==> src/rtl/axis_channel_mux.sv <==
// -----------------------------------------------------------------------------
// axis_channel_mux
//
// Routes one of NUM_CHANNELS AXI-Stream slave inputs to a single registered
// AXI-Stream master output. The routed channel (active_ch) follows the sel
// input. In packet mode a switch is deferred while a packet is in flight and
// taken on the edge that accepts that packet's last beat.
//
// Parameters
//   DATA_WIDTH      sample width in bits per channel
//   NUM_CHANNELS    number of slave inputs (2..16)
//   PACKET_MODE     0: switch on any beat boundary, 1: only between packets
//   DROP_UNSELECTED 1: unselected inputs held ready and their beats discarded
//                   0: unselected inputs back-pressured
//
// Ports
//   aclk            clock, rising edge
//   areset          synchronous active-high reset
//   sel             requested channel index (values >= NUM_CHANNELS ignored)
//   s_axis_tdata    flattened inputs, channel k at [k*DATA_WIDTH +: DATA_WIDTH]
//   s_axis_tvalid   per-channel valid
//   s_axis_tlast    per-channel end of packet
//   s_axis_tready   per-channel ready
//   m_axis_tdata    registered output data
//   m_axis_tvalid   registered output valid
//   m_axis_tlast    registered output end of packet
//   m_axis_tready   downstream ready
//   active_ch       currently routed channel
//   switch_pending  sel differs from active_ch and the switch is deferred
// -----------------------------------------------------------------------------
module axis_channel_mux #(
    parameter int DATA_WIDTH      = 16,
    parameter int NUM_CHANNELS    = 2,
    parameter int PACKET_MODE     = 0,
    parameter int DROP_UNSELECTED = 1,
    localparam int SEL_WIDTH      = (NUM_CHANNELS > 1) ? $clog2(NUM_CHANNELS) : 1
) (
    input  logic                               aclk,
    input  logic                               areset,
    input  logic [SEL_WIDTH-1:0]               sel,
    input  logic [NUM_CHANNELS*DATA_WIDTH-1:0] s_axis_tdata,
    input  logic [NUM_CHANNELS-1:0]            s_axis_tvalid,
    input  logic [NUM_CHANNELS-1:0]            s_axis_tlast,
    output logic [NUM_CHANNELS-1:0]            s_axis_tready,
    output logic [DATA_WIDTH-1:0]              m_axis_tdata,
    output logic                               m_axis_tvalid,
    output logic                               m_axis_tlast,
    input  logic                               m_axis_tready,
    output logic [SEL_WIDTH-1:0]               active_ch,
    output logic                               switch_pending
);

    typedef enum logic [0:0] {
        ST_OPEN   = 1'b0,
        ST_LOCKED = 1'b1
    } state_t;

    localparam logic UNSEL_READY = (DROP_UNSELECTED != 0) ? 1'b1 : 1'b0;
    localparam logic PKT_MODE    = (PACKET_MODE != 0) ? 1'b1 : 1'b0;

    state_t                 state_r;
    logic [DATA_WIDTH-1:0]  data_r;
    logic                   last_r;
    logic                   valid_r;
    logic [SEL_WIDTH-1:0]   active_r;
    logic                   in_packet_r;

    logic                   load_s;
    logic                   sel_ok_s;
    logic                   want_switch_s;
    logic                   locked_s;
    logic                   accept_s;
    logic                   do_switch_s;
    logic                   nxt_in_packet_s;
    logic [DATA_WIDTH-1:0]  act_data_s;
    logic                   act_valid_s;
    logic                   act_last_s;
    logic [31:0]            sel_ext_s;

    assign m_axis_tdata  = data_r;
    assign m_axis_tlast  = last_r;
    assign m_axis_tvalid = valid_r;
    assign active_ch     = active_r;

    // Select the routed channel's data, valid and last.
    always_comb begin
        act_data_s  = {DATA_WIDTH{1'b0}};
        act_valid_s = 1'b0;
        act_last_s  = 1'b0;
        for (int k = 0; k < NUM_CHANNELS; k++) begin
            if (active_r == SEL_WIDTH'(k)) begin
                act_data_s  = s_axis_tdata[k*DATA_WIDTH +: DATA_WIDTH];
                act_valid_s = s_axis_tvalid[k];
                act_last_s  = s_axis_tlast[k];
            end else begin
                act_data_s  = act_data_s;
            end
        end
    end

    // Handshake, switch decision and next packet-tracking value.
    always_comb begin
        load_s          = ~valid_r | m_axis_tready;
        sel_ext_s       = {{(32-SEL_WIDTH){1'b0}}, sel};
        sel_ok_s        = (sel_ext_s < 32'(NUM_CHANNELS));
        want_switch_s   = sel_ok_s & (sel != active_r);
        locked_s        = (state_r == ST_LOCKED);
        accept_s        = ~areset & load_s & act_valid_s;
        // A locked channel may still hand over on the edge that takes its last beat.
        do_switch_s     = want_switch_s & (~locked_s | (accept_s & act_last_s));
        switch_pending  = locked_s & want_switch_s;
        if (accept_s) begin
            nxt_in_packet_s = ~act_last_s;
        end else begin
            nxt_in_packet_s = in_packet_r;
        end
    end

    // Per-channel ready: routed channel follows load, others drop or stall; all low in reset.
    always_comb begin
        s_axis_tready = {NUM_CHANNELS{1'b0}};
        for (int k = 0; k < NUM_CHANNELS; k++) begin
            if (areset) begin
                s_axis_tready[k] = 1'b0;
            end else if (active_r == SEL_WIDTH'(k)) begin
                s_axis_tready[k] = load_s;
            end else begin
                s_axis_tready[k] = UNSEL_READY;
            end
        end
    end

    // Output register, packet tracking, routing state and channel selection.
    always_ff @(posedge aclk) begin
        if (areset) begin
            state_r     <= ST_OPEN;
            data_r      <= {DATA_WIDTH{1'b0}};
            last_r      <= 1'b0;
            valid_r     <= 1'b0;
            active_r    <= {SEL_WIDTH{1'b0}};
            in_packet_r <= 1'b0;
        end else begin
            // When the register is stalled downstream it must not change at all.
            if (load_s) begin
                valid_r <= accept_s;
                if (accept_s) begin
                    data_r <= act_data_s;
                    last_r <= act_last_s;
                end
            end
            in_packet_r <= nxt_in_packet_s;
            state_r     <= (PKT_MODE & nxt_in_packet_s) ? ST_LOCKED : ST_OPEN;
            // The beat accepted in the switching cycle belongs to the old channel.
            if (do_switch_s) begin
                active_r <= sel;
            end
        end
    end

endmodule

==> config.mk <==
export PLATFORM = sky130hd
export DESIGN_NAME = axis_channel_mux
export DESIGN_NICKNAME = d
export VERILOG_FILES = /design/src/rtl/axis_channel_mux.sv
export SDC_FILE = /design/constraint.sdc
export NUM_CORES = 1
export LEC_CHECK = 0
export CAP_MARGIN = 0
export CORE_MARGIN = 2
export CORE_UTILIZATION = 54
export DETAILED_ROUTE_END_ITERATION = 8
export DONT_BUFFER_PORTS = 1
export PLACE_DENSITY = 0.72
export SLEW_MARGIN = 20
export SYNTH_ARGS = -nofsm -noshare
export SYNTH_HDL_FRONTEND = slang
export SYNTH_SLANG_ARGS = --single-unit
==> constraint.sdc <==
create_clock -name aclk -period 1.2 [get_ports aclk]
set_input_delay 0.24 -clock aclk [delete_from_list [all_inputs] [get_ports aclk]]
set_output_delay 0.24 -clock aclk [all_outputs]
set_load 0.02 [all_outputs]
[After elaboration in Yosys (flattened, before gate mapping)]
Cells that the tools add are included.
Word-level totals
  output and inout port bits: 22
  input bits: 40
  bits in registers: 19
  logic and storage cells: 18
Cells by class
  equality and inequality tests: 1
  multiplexer cells: 7
  reduce and logical (&&, ||, !) cells: 1
  bitwise operators: 5
Operators with widths (count)
  $mux 16: 1
  $mux 1: 6
  $and 1x1->1: 2
  $not 1->1: 2
  $reduce_and 2->1: 1
  $ne 1x1->1: 1
  $or 1x1->1: 1

[Depth between registers and ports, before layout]
  depth after elaboration: 5
  gate-level depth with buffers: 5
  mapped depth without buffers: 3

[Worst setup path before layout]
OpenSTA, ideal clock, no wires.
  kind: flip-flop to output port
  from: register valid_r, in the netlist m_axis_tvalid
  to: output port s_axis_tready[1]
  data arrival time: 1.223 ns
  setup slack: -0.263 ns
  buffers on the path: 2
  data required time: 0.960 ns
  stages on the path, launching flop included: 5
  cells stage by stage: dfxtp_1 -> nor2b_1 -> buf_6 -> buf_2 -> a21oi_1
On the way
  longest elaborated chain between the ends: 4
RTL lines
  from (decl): line 64  | logic valid_r;
  from (signal assigned): line 145  | valid_r <= accept_s;
  $not 1->1: line 103  | load_s = ~valid_r | m_axis_tready;
  $or 1x1->1: line 103
  $mux 1: line 125  | end else if (active_r == SEL_WIDTH'(k)) begin
  $mux 1: line 123  | if (areset) begin
  to (decl): line 44  | output logic [NUM_CHANNELS-1:0] s_axis_tready,
No other way between the ends.

[Worst setup path in the final report]
Same ends and word-level chain as after synthesis.

==> results.yml <==
run_status:
  status: "complete, but fails checks"
  violations: "negative setup slack"
global_route:
  antenna_found_initial: 0
  gr-total-overflow: 0
  grt_usage_pct: 20.3
  grt_pass1_wl_mm: 3.85
  grt_max_degree: 22
  use_met1_pct: 24.2
  use_met2_pct: 35.5
  met3_usage_pct: 7.60
  first_global_vias: 789
  busiest_layer: "met2"
placed_design:
  placed_area_mm2: 0.00126
  gp_congestion: 0.578
  place_inst: 113
  io_buffers: 0
  hpwl_mm: 1.49
sta:
  finalWorstSetupSlack_ns: -0.173
  period_needed_ns: 1.37
  drv_slew: 0
  fin_crit_sh_pct: 114
  setup_violations: 20
  hold_viol_final: 0
  fin_skew_ns: 0.00747
  rsz0062_at_grt: "yes"
  fmax_mhz: 728
clock_tree:
  insertion_delay_ns: 0.30
  htreeDepth: 1
  clock_path_buffers: 2
  cts_tree: "done"
  cts_buffers: 3
  cts_root_buf: "clkbuf_4"
  clkSinkCount: 19
  clk_pin_slew_ns: 0.11
floorplanning:
  core_mm2: 0.00202
  dieWidth_um: 50.9
  rows: 16
  die-area_mm2: 0.00259
  start_util_pct: 58.7
  die_h_um: 50.9
  ios: 62
power_and_ir_drop:
  p_total_w: 0.00151
  swShare_pct: 33.0
  seq_power_share_pct: 52.1
  p_sw_w: 0.000497
  p_per_area_mw_per_mm2: 976
  clkPwrFrac_pct: 21.6
  ir_drop_mv: 0.955
  internal-power_w: 0.00101
  p_comb_share_pct: 26.3
  leakage_nw: 0.593
routing:
  drt_iter0_markers: 2
  postRouteAntennaNets: 0
  drt-wirelength-per-cell_um: 21.2
  wl_mm: 2.65
  vias: 818
  viasPerCell: 6.54
  drc: 0
  dr.pass1.iters: 3
synthesis:
  synth_cells: 93
  synthTopCellsByArea: "dfxtp_1, o211ai_2, o41ai_2, mux2i_1, buf_6"
  synth_top_area_share_pct: 32.0
  seq_area_frac_synth_pct: 32.0
  syn_avg_cell_area_um2: 12.8
  synth_top_cell_by_area: "dfxtp_1"
  synth_cell_types: 18
  postSynthNetCount: 133
  ys.warnings.count: 0
  synth_area_mm2: 0.00119
  yosys_register_bits: 19
critical_path:
  critPathRequiredTime_ns: 0.96
  worstSetupStartpointType: "flop"
  path_max_fanout: 3
  worstSetupEndpointType: "output pin"
  worst-setup-path-type: "flop to output pin"
  arrival_ns: 1.13
finish:
  drive_gt1_share_pct: 64.3
  regArea_um2: 388
  nFillCells: 123
  final_nets: 139
  diodes: 0
  finalNonFillerCells: 125
  area_growth_pct: 30.0
  multi_input_area_um2: 846
  finalInstanceArea_mm2: 0.00154
job:
  maxCapViolations: 0
worst_hold_path:
  hold_path.class: "primary input to flop"
[through the flow]
step | setup TNS [ns] | hold WS [ns] | setup slack [ns] | utilization, %
finish | -1.54 | 0.0289 | -0.173 | 76.4
detailed placement | 0 | 0.308 | 0.0684 | 62.2
global route | -2.41 | -0.00600 | -0.217 | 76.4
global placement | 0 | 0.310 | 0.0846 | 62.2
floorplan | 0 | 0.344 | 0.0228 | -
CTS | -0.944 | 0.0135 | -0.181 | 69.6
[power by group through the flow]
stage                     sequential (W)  clock [W]  combinational [W]
after CTS                       0.000783   0.000341           0.000336
after global routing            0.000791   0.000381           0.000421
after detailed placement        0.000799          0           0.000290
final                           0.000785   0.000325           0.000396
after global placement          0.000797          0           0.000282
after floorplan                 0.000791          0           0.000265
[synthesized netlist by cell type]
library cell and number:
clkbuf_8 1, mux2i_1 17, buf_4 2, clkbuf_1 1, nand2b_1 1, mux2i_2 1, dfxtp_1 19, a21oi_1 2
bufinv_8 1, nor2_1 2, buf_6 6, buf_2 2, buf_1 1, nor2b_1 2, conb_1 1, o41ai_1 5
o211ai_2 17, o41ai_2 12
[cells in the final DEF (no fill, tap or decap), types with 2 or more instances in the layout]
cell,instances
o41ai_4,4
o211ai_4,2
mux2i_4,2
o41ai_2,13
dfxtp_1,17
nor2_4,2
mux2i_1,13
clkbuf_4,3
dlygate4sd3_1,2
o211ai_2,15
buf_12,6
buf_4,3
mux2i_2,3
dfxtp_4,2
[worst max-delay path, stage by stage, from the launching register on]
cell and delay, ns:
dfxtp_4 0.39, nor2b_4 0.15, buf_12 0.12, a21oi_4 0.19
[registers in the layout (all words and copies together), names as in the netlist]
register       flops
m_axis_tdata      16
m_axis_tlast       1
active_ch          1
m_axis_tvalid      1
[logic make-up (layout without fill, tap and decap cells)]
kind of cell | after synthesis | count (layout) | share of synthesized area (%)
muxes | 18 | 18 | 15.5
AOI/OAI and AO/OA | 36 | 36 | 38.9
DFF | 19 | 19 | 32.0
and+or+nand+nor | 5 | 5 | 2.21
other | 1 | 1 | 0.316
buffers and inverters | 14 | 19 | 11.1
[per-layer routing]
layer	wire length, um	share of wire, %
met1	1110	42
met2	1320	50
met3	207	7.8
met4	12	0.45
met5	0	0
[final timing paths]
| path | from | end | slack, ns | cells after the start |
|---|---|---|---|---|
| max | m_axis_tvalid$_SDFFE_PP0P_ | s_axis_tready[1] | -0.17 | 3 |
| min | areset | m_axis_tdata[13]$_SDFFE_PP0P_ | 0.03 | 1 |
| max reg2reg | active_ch$_SDFFE_PP0P_ | m_axis_tdata[0]$_SDFFE_PP0P_ | -0.10 | 5 |
| min reg2reg | m_axis_tdata[3]$_SDFFE_PP0P_ | m_axis_tdata[3]$_SDFFE_PP0P_ | 0.60 | 2 |
[cell type report]
| class | count | area share (%) |
|---|---|---|
| clock inverters | 1 | 0.324 |
| well taps | 27 | 2.19 |
| multi-input cells | 60 | 54.8 |
| repair buffers | 14 | 15.0 |
| inverters | 1 | 1.13 |
| flip-flops and latches | 19 | 25.1 |
| clock buffers | 3 | 1.46 |
[what timing repair did]
item | CTS | global route
endpoints found under the hold margin | 2 | 1
pin swaps | 1 | 0
setup buffers | 4 | 0
hold buffers | 1 | 1
resized for setup | 6 | 14
setup endpoints to repair | 3 | 21
cloned | 1 | 1
Power figures use the tool's default switching activity.
